==> src/rtl/onehot_rr_arbiter_pkg.sv <==
// onehot_rr_arbiter_pkg: shared state encoding and width helper for the round-robin arbiter
package onehot_rr_arbiter_pkg;
  typedef enum logic {IDLE = 1'b0, LOCKED = 1'b1} state_e;
  function automatic int unsigned clog2(input int unsigned n);
    int unsigned r = 0;
    while ((32'd1 << r) < n) r++;
    return r;
  endfunction
endpackage

==> src/rtl/onehot_priority_rotate.sv <==
// onehot_priority_rotate: one-hot first requester searching upward from last+1 with wrap
module onehot_priority_rotate #(
  parameter int N_REQ = 4,
  parameter int W_IDX = 2
) (
  input  logic [N_REQ-1:0] req_i,
  input  logic [W_IDX-1:0] last_i,
  output logic [N_REQ-1:0] win_o
);
  logic [N_REQ-1:0]   hi_mask;
  logic [2*N_REQ-1:0] dbl, first;
  // lower copy keeps only bits above last; the upper copy supplies the wrapped search
  always_comb begin
    for (int i = 0; i < N_REQ; i++) hi_mask[i] = i > int'(last_i);
    dbl   = {req_i, req_i & hi_mask};
    first = dbl & (~dbl + 1'b1);
    win_o = first[N_REQ-1:0] | first[2*N_REQ-1:N_REQ];
  end
endmodule

==> src/rtl/onehot_rr_arbiter.sv <==
// onehot_rr_arbiter: locking round-robin arbiter with registered one-hot grant
module onehot_rr_arbiter
  import onehot_rr_arbiter_pkg::*;
#(
  parameter int N_REQ = 4,
  parameter int W_IDX = 2
) (
  input  logic             clk,
  input  logic             rst,
  input  logic [N_REQ-1:0] req_i,
  input  logic             release_i,
  output logic [N_REQ-1:0] grant_o,
  output logic             grant_valid_o,
  output logic [W_IDX-1:0] grant_idx_o
);
  state_e           state_q, state_d;
  logic [N_REQ-1:0] grant_q, grant_d, cand, win;
  logic [W_IDX-1:0] last_q, last_d, idx_q, idx_d;
  logic             valid_q, go;
  // the releasing owner never competes in the arbitration that replaces it
  assign cand = state_q == LOCKED ? req_i & ~grant_q : req_i;
  onehot_priority_rotate #(.N_REQ(N_REQ), .W_IDX(W_IDX)) u_rot (
    .req_i (cand),
    .last_i(last_q),
    .win_o (win)
  );
  // arbitrate on any request while idle, or on release while locked; otherwise hold
  always_comb begin
    go      = state_q == IDLE ? |req_i : release_i;
    grant_d = go ? win : grant_q;
    state_d = |grant_d ? LOCKED : IDLE;
    idx_d   = '0;
    for (int i = 0; i < N_REQ; i++) if (grant_d[i]) idx_d = idx_d | W_IDX'(i);
    last_d  = go && |win ? idx_d : last_q;
  end
  // state, priority pointer and registered outputs
  always_ff @(posedge clk or posedge rst)
    if (rst) begin
      state_q <= IDLE;
      grant_q <= '0;
      valid_q <= 1'b0;
      idx_q   <= '0;
      last_q  <= W_IDX'(N_REQ - 1);
    end else begin
      state_q <= state_d;
      grant_q <= grant_d;
      valid_q <= |grant_d;
      idx_q   <= idx_d;
      last_q  <= last_d;
    end
  assign grant_o       = grant_q;
  assign grant_valid_o = valid_q;
  assign grant_idx_o   = idx_q;
  assert property (@(posedge clk) disable iff (rst) $onehot0(grant_q));
endmodule

==> config.mk <==
export PLATFORM = sky130hd
export DESIGN_NAME = onehot_rr_arbiter
export DESIGN_NICKNAME = d
export VERILOG_FILES = /design/src/rtl/onehot_rr_arbiter_pkg.sv /design/src/rtl/onehot_priority_rotate.sv /design/src/rtl/onehot_rr_arbiter.sv
export SDC_FILE = /design/constraint.sdc
export NUM_CORES = 1
export LEC_CHECK = 0
export CAP_MARGIN = 5
export CORE_MARGIN = 4
export CORE_UTILIZATION = 25
export CTS_CLUSTER_DIAMETER = 50
export CTS_CLUSTER_SIZE = 16
export DETAILED_ROUTE_END_ITERATION = 7
export SYNTH_ARGS = -nofsm -noshare
export SYNTH_HDL_FRONTEND = slang
export SYNTH_SLANG_ARGS = --single-unit
==> constraint.sdc <==
create_clock -name clk -period 2.05 [get_ports clk]
set_clock_uncertainty 0.1 [all_clocks]
set_input_delay 0.205 -clock clk [delete_from_list [all_inputs] [get_ports clk]]
set_output_delay 0.205 -clock clk [all_outputs]
set_load 0.1 [all_outputs]
==> metrics.cfg, run 1 <==
[run_status]
status=complete, no violations

[timing]
hold_viol=0
setup_violations=0
fin_crit_ns=1.85
finalCritPeriodShare=0.902
clock.fmax_mhz=541
tightestPinTransition_ns=0.406
rsz0062_at_grt=no
final.setup.worst_slack_ns=0.200
relSlewSlack=0.729
slew_viol_final=0

[route]
num_vias=557
drcViolationCount=0
firstDrtPassIters=4
post_drt_via_cell_ratio=4.84
post_drt_wl_per_cell_microns=11.9
ant_nets=0
wirelength_microns=1360
drt_iter0_drc=15

[die]
std_cell_rows=17
die_h_microns=56.6
io_pins=14
die_x_microns=56.6
core_sq_um=2230
initial_utilization=0.264
dieArea_sq_um=3200

[logic_synthesis]
avgSynthCellArea_sq_um=9.51
async_flop_share=1.00
syn-num-nets=69
synth_top_area_frac=0.297
synthFlopType=dfrtp_1
synth_edf_count=0
syn_inst=62
yosysTopAreaCell=dfrtp_1
yosysWarningCount=0
syn-cell-area_sq_um=589
synth_most_common_cell=nand2_1
yosys-top-cells-count=10 x nand2_1, 7 x dfrtp_1, 5 x inv_1, 5 x nor2_1, 3 x a21oi_1
synth_seq_cells=9
yosysSeqAreaShare=0.386
synth_cell_types=33
synth_area_leaders=dfrtp_1 30%, dfstp_2 8.9%, nand2_1 6.4%, nand4b_4 4.0%, mux2i_4 3.8%

[critical_path]
r2r-start=state_q
regToRegEndpoint=state_q
crit_path_end_kind=register
crit_path_start_kind=input port
cp_data_required_time_ns=2.07
r2r_cells=4
ff2ff_setup_slack_ns=0.25
arrival_ns=1.87
critPathMaxFanout=4
crit_type=in -> reg

[placement]
dp.cells=111
gp_congestion=0.829
io_buffers=13
pre_cts_ws_ns=-0.0688
dpl.hpwl_microns=1100
placed_area_sq_um=805

[cts]
cts_buffers=3
root_buffer=clkbuf_4
post_cts_resized=0
post_cts_buffers=0
cts-htree-levels=1
ctsHoldBuffers=0
cts.sinks=9
cts_tree=built
path_clk_slew_ns=0.06
insertion_delay_ns=0.26
clk_path_buf_depth=2

[finish]
area_growth_pct=41.0
antenna_cells=0
nNetsFinal=95
drive_gt1_frac=0.379
final_cells=115
postLayoutCellArea_sq_um=831

[worst_hold_path]
hold_class=in -> async

[grt]
antenna_found_initial=0
grt_pass1_wl_microns=2460
grt_pass1_vias=553
grt_overflow_total=0
grt_usage=0.0959
grt_max_degree=12

[job]
cap_violations=0

-- layout by cell type, fill, tap and decap left out, drive strengths merged, types with 2 or more instances in the layout --
master / instances
clkdlybuf4s50: 6
buf: 16
dfstp: 2
inv: 5
clkbuf: 4
o221a: 2
nand2: 10
a21bo: 2
nand2b: 2
dfrtp: 7
a21oi: 3
o21ai: 3
nor2: 6
-- kinds of logic after synthesis --
logic type / after synthesis / share of synthesized area
buffers and inverters: 6 / 0.0403
flip-flops: 9 / 0.386
AND/OR/NAND/NOR: 24 / 0.231
AO/OA/AOI/OAI: 21 / 0.285
multiplexers: 2 / 0.0573
-- registers in the layout (all words and copies together) (netlist names) --
name and flops:
last_q 2, state_q 1, grant_idx_o 2, grant_o 4
-- layer usage --
metal | up-vias | global-route usage | wire [microns]
li1 | 284 | - | -
met3 | 0 | 0.0368 | 81
met1 | 257 | 0.139 | 671
met2 | 16 | 0.132 | 609
met4 | 0 | 0.0237 | 0
met5 | - | 0 | 0
-- critical path, cell delays in order --
cell and delay, ns:
clkdlybuf4s50_1 0.42, or4_4 0.56, mux2_2 0.32, o22ai_2 0.23, o211ai_1 0.13
-- worst max path at each step --
stage | slack (ns) | from | to | depth (start not counted)
after floorplan | 0.003 | grant_o[3] | grant_idx_o[0] | 5
after global placement | -0.03 | req_i[1] | grant_idx_o[0] | 5
after detailed placement | -0.07 | req_i[1] | grant_idx_o[0] | 5
after CTS | 0.19 | req_i[1] | grant_idx_o[0] | 5
after global routing | 0.12 | req_i[1] | grant_idx_o[0] | 5
final | 0.20 | req_i[1] | grant_idx_o[0] | 5
-- area by class of cell --
class,instances,area (sq um)
Sequential cell,9,233
Tap cell,28,35.0
Multi-Input combinational cell,47,338
Clock buffer,4,26.3
Timing Repair Buffer,22,180
Fill cell,241,1400
Inverter,5,18.8
-- through the flow --
stage               setup TNS [ns]  utilization  hold WS [ns]
floorplan                        0            -       -0.0686
global placement           -0.0628        0.360         0.376
detailed placement          -0.131        0.360         0.384
CTS                              0        0.372         0.108
global route                     0        0.372         0.138
finish                           0        0.372        0.0934
Power of run 1 is left out: the tool's default activity adds up to more than one toggle a clock period on the data nets, which glitch-free logic cannot reach.
==> inputs of run 2 (changes only) <==
--- a/config.mk
+++ b/config.mk
@@ -5,6 +5,7 @@
 export SDC_FILE = /design/constraint.sdc
 export NUM_CORES = 1
 export LEC_CHECK = 0
+export ABC_AREA = 1
 export CAP_MARGIN = 5
 export CORE_MARGIN = 4
 export CORE_UTILIZATION = 25
==> metrics.cfg, run 2 <==
[die]
initial_utilization=0.263  ; -0.00112
die_h_microns=56.5  ; -0.18%
dieArea_sq_um=3190  ; -0.35%
core_sq_um=2230  ; unchanged
io_pins=14  ; unchanged
die_x_microns=56.5  ; -0.18%
std_cell_rows=17  ; unchanged

[finish]
area_growth_pct=29.6
antenna_cells=0  ; unchanged
drive_gt1_frac=0.257  ; -0.122
layout_commonest_cell=nand2_1
nNetsFinal=109  ; +15%
final_cell_mix=27 x nand2_1, 11 x inv_1, 9 x nor2_1, 9 x nand3_1
largest_register_ffs=4  ; unchanged

[cts]
cts_buffers=3  ; unchanged
cts_tree=built
post_cts_resized=0  ; unchanged
root_buffer=clkbuf_4
path_clk_slew_ns=0.06  ; about the same
insertion_delay_ns=0.25  ; about the same
cts-htree-levels=1  ; unchanged
clk_path_buf_depth=2  ; unchanged
post_cts_buffers=0  ; unchanged
ctsHoldBuffers=0  ; unchanged
cts.sinks=9  ; unchanged

[route]
drt_iter0_drc=8  ; -7
num_vias=518  ; -7.0%
firstDrtPassIters=4  ; unchanged
drcViolationCount=0  ; unchanged
post_drt_via_cell_ratio=4.02  ; -17%
post_drt_wl_per_cell_microns=9.32  ; -21%
wirelength_microns=1200  ; -12%
ant_nets=0  ; unchanged

[logic_synthesis]
yosys-top-cells-count=27 x nand2_1, 11 x inv_1, 9 x nand3_1, 9 x nor2_1, 7 x dfrtp_1
synth_fa_ha_area_frac=0  ; unchanged
async_flop_share=1.00  ; unchanged
yosys.area_share.simple=0.484  ; +0.253
avgSynthCellArea_sq_um=6.99  ; -27%
synth_seq_cells=9  ; unchanged
synth_area_leaders=dfrtp_1 30%, nand2_1 17%, dfstp_2 9.0%, nand3_1 7.7%, inv_1 7.0%
synth_cell_types=18  ; -45%
yosysSeqAreaShare=0.388  ; +0.00165
synth_top_family_by_area=simple AND/OR/NAND/NOR gates
syn-num-nets=91  ; +32%
synth-compound-area-share=0.0405  ; -0.244
synth-xor-area-share=0  ; unchanged
synthMuxAreaShare=0  ; -0.0573
syn_inst=84  ; +35%
yosysWarningCount=0  ; unchanged
synthFlopType=dfrtp_1
synth_top_area_frac=0.299  ; +0.00127
synth_most_common_cell=nand2_1
yosysTopAreaCell=dfrtp_1
syn-cell-area_sq_um=587  ; -0.42%
synth_edf_count=0  ; unchanged

[critical_path]
crit_path_start_kind=register
crit_type=reg -> reg
crit_path_end_kind=register
arrival_ns=1.63  ; -0.24 ns
critPathMaxFanout=9  ; +5
cp_data_required_time_ns=2.08  ; about the same

[timing]
hold_viol=0  ; unchanged
whs_ns=0.102  ; +0.00819 ns
fin_setup_tns_ns=0  ; unchanged
tightestPinTransition_ns=0.321  ; -0.0845 ns
finalCritPeriodShare=0.781  ; -0.122
clock.fmax_mhz=625  ; +16%
relSlewSlack=0.786  ; +0.0564
slew_viol_final=0  ; unchanged
rsz0062_at_grt=no
fin_crit_ns=1.60  ; -0.250 ns
setup_violations=0  ; unchanged

[placement]
io_buffers=13  ; unchanged
gp_congestion=0.794  ; -4.3%
dpl.hpwl_microns=1020  ; -7.2%

[grt]
antenna_found_initial=0  ; unchanged
grt_pass1_wl_microns=2000  ; -19%
use_met3=0.0138  ; -0.0230
grt_overflow_total=0  ; unchanged
grt_max_degree=10  ; -2
grt_usage=0.0807  ; -0.0152
use_met2=0.117  ; -0.0149
top_usage_layer=met2
grt_pass1_vias=488  ; -12%
gr-usage-met1=0.105  ; -0.0338

[run_status]
status=complete, no violations

[worst_hold_path]
hold_class=in -> async

[job]
cap_violations=0  ; unchanged

==> run 2: cell types whose count changed in the layout (fill, tap and decap cells not counted), sizes merged, moves of 2 or more <==
cell	change
o221a	-2
a21bo	-2
buf	-9
or2	+2
inv	+8
nand2b	-2
nand3	+13
nand2	+22
nor2	+4
==> run 2: cell families (layout without fill, tap and decap cells) <==
family / Yosys count / count (layout)
buffers and inverters: 13 / 30
flip-flops: 9 / 9
AO/OA/AOI/OAI: 4 / 4
AND/OR/NAND/NOR: 58 / 58
==> run 2: area by class of cell <==
cell class	count	area (sq um)
inverter	13	51.3
timing repair buffer	13	113
sequential	9	228
fill	241	1470
multi-input combinational	62	308
tap	28	35.0
clock buffer	4	26.3
==> run 2: final timing paths <==
kind | start | end | slack (ns) | depth (start not counted)
worst max register to register | state_q | state_q | 0.45 | 9
worst max-delay path | state_q | state_q | 0.45 | 9
worst min-delay path | rst | grant_idx_o[0] | 0.10 | 2
max in group asynchronous | rst | last_q[1] | 1.46 | 2
min in group clk | last_q[0] | last_q[0] | 0.40 | 2
worst min register to register | last_q[0] | last_q[0] | 0.40 | 2
==> run 2: worst max-delay path, stage by stage (launching register included) <==
cell     delay (ns)
dfrtp_1        0.46
nor2_1         0.13
nand3_1        0.09
nand2_2        0.13
inv_4          0.07
or2_1          0.22
o21ai_2        0.09
inv_2          0.06
nor2_2         0.07
nand3_1        0.06
==> run 2: metrics by stage <==
step / cell area, sq um / utilization / std cells / setup WS (ns)
after floorplan: 587 / - / 84 / 0.0105
after global placement: 734 / 0.329 / 125 / 0.237
after detailed placement: 734 / 0.329 / 125 / 0.217
after CTS: 761 / 0.341 / 129 / 0.422
after global routing: 761 / 0.341 / 129 / 0.331
final: 761 / 0.341 / 129 / 0.450
==> run 2: metal layers <==
| metal | share of wire | up-vias |
|---|---|---|
| met1 | 0.49 | 215 |
| li1 | - | 294 |
| met3 | 0.027 | 2 |
| met5 | 0 | - |
| met4 | 0.013 | 0 |
| met2 | 0.47 | 7 |
Power of run 2 is left out for the same reason.
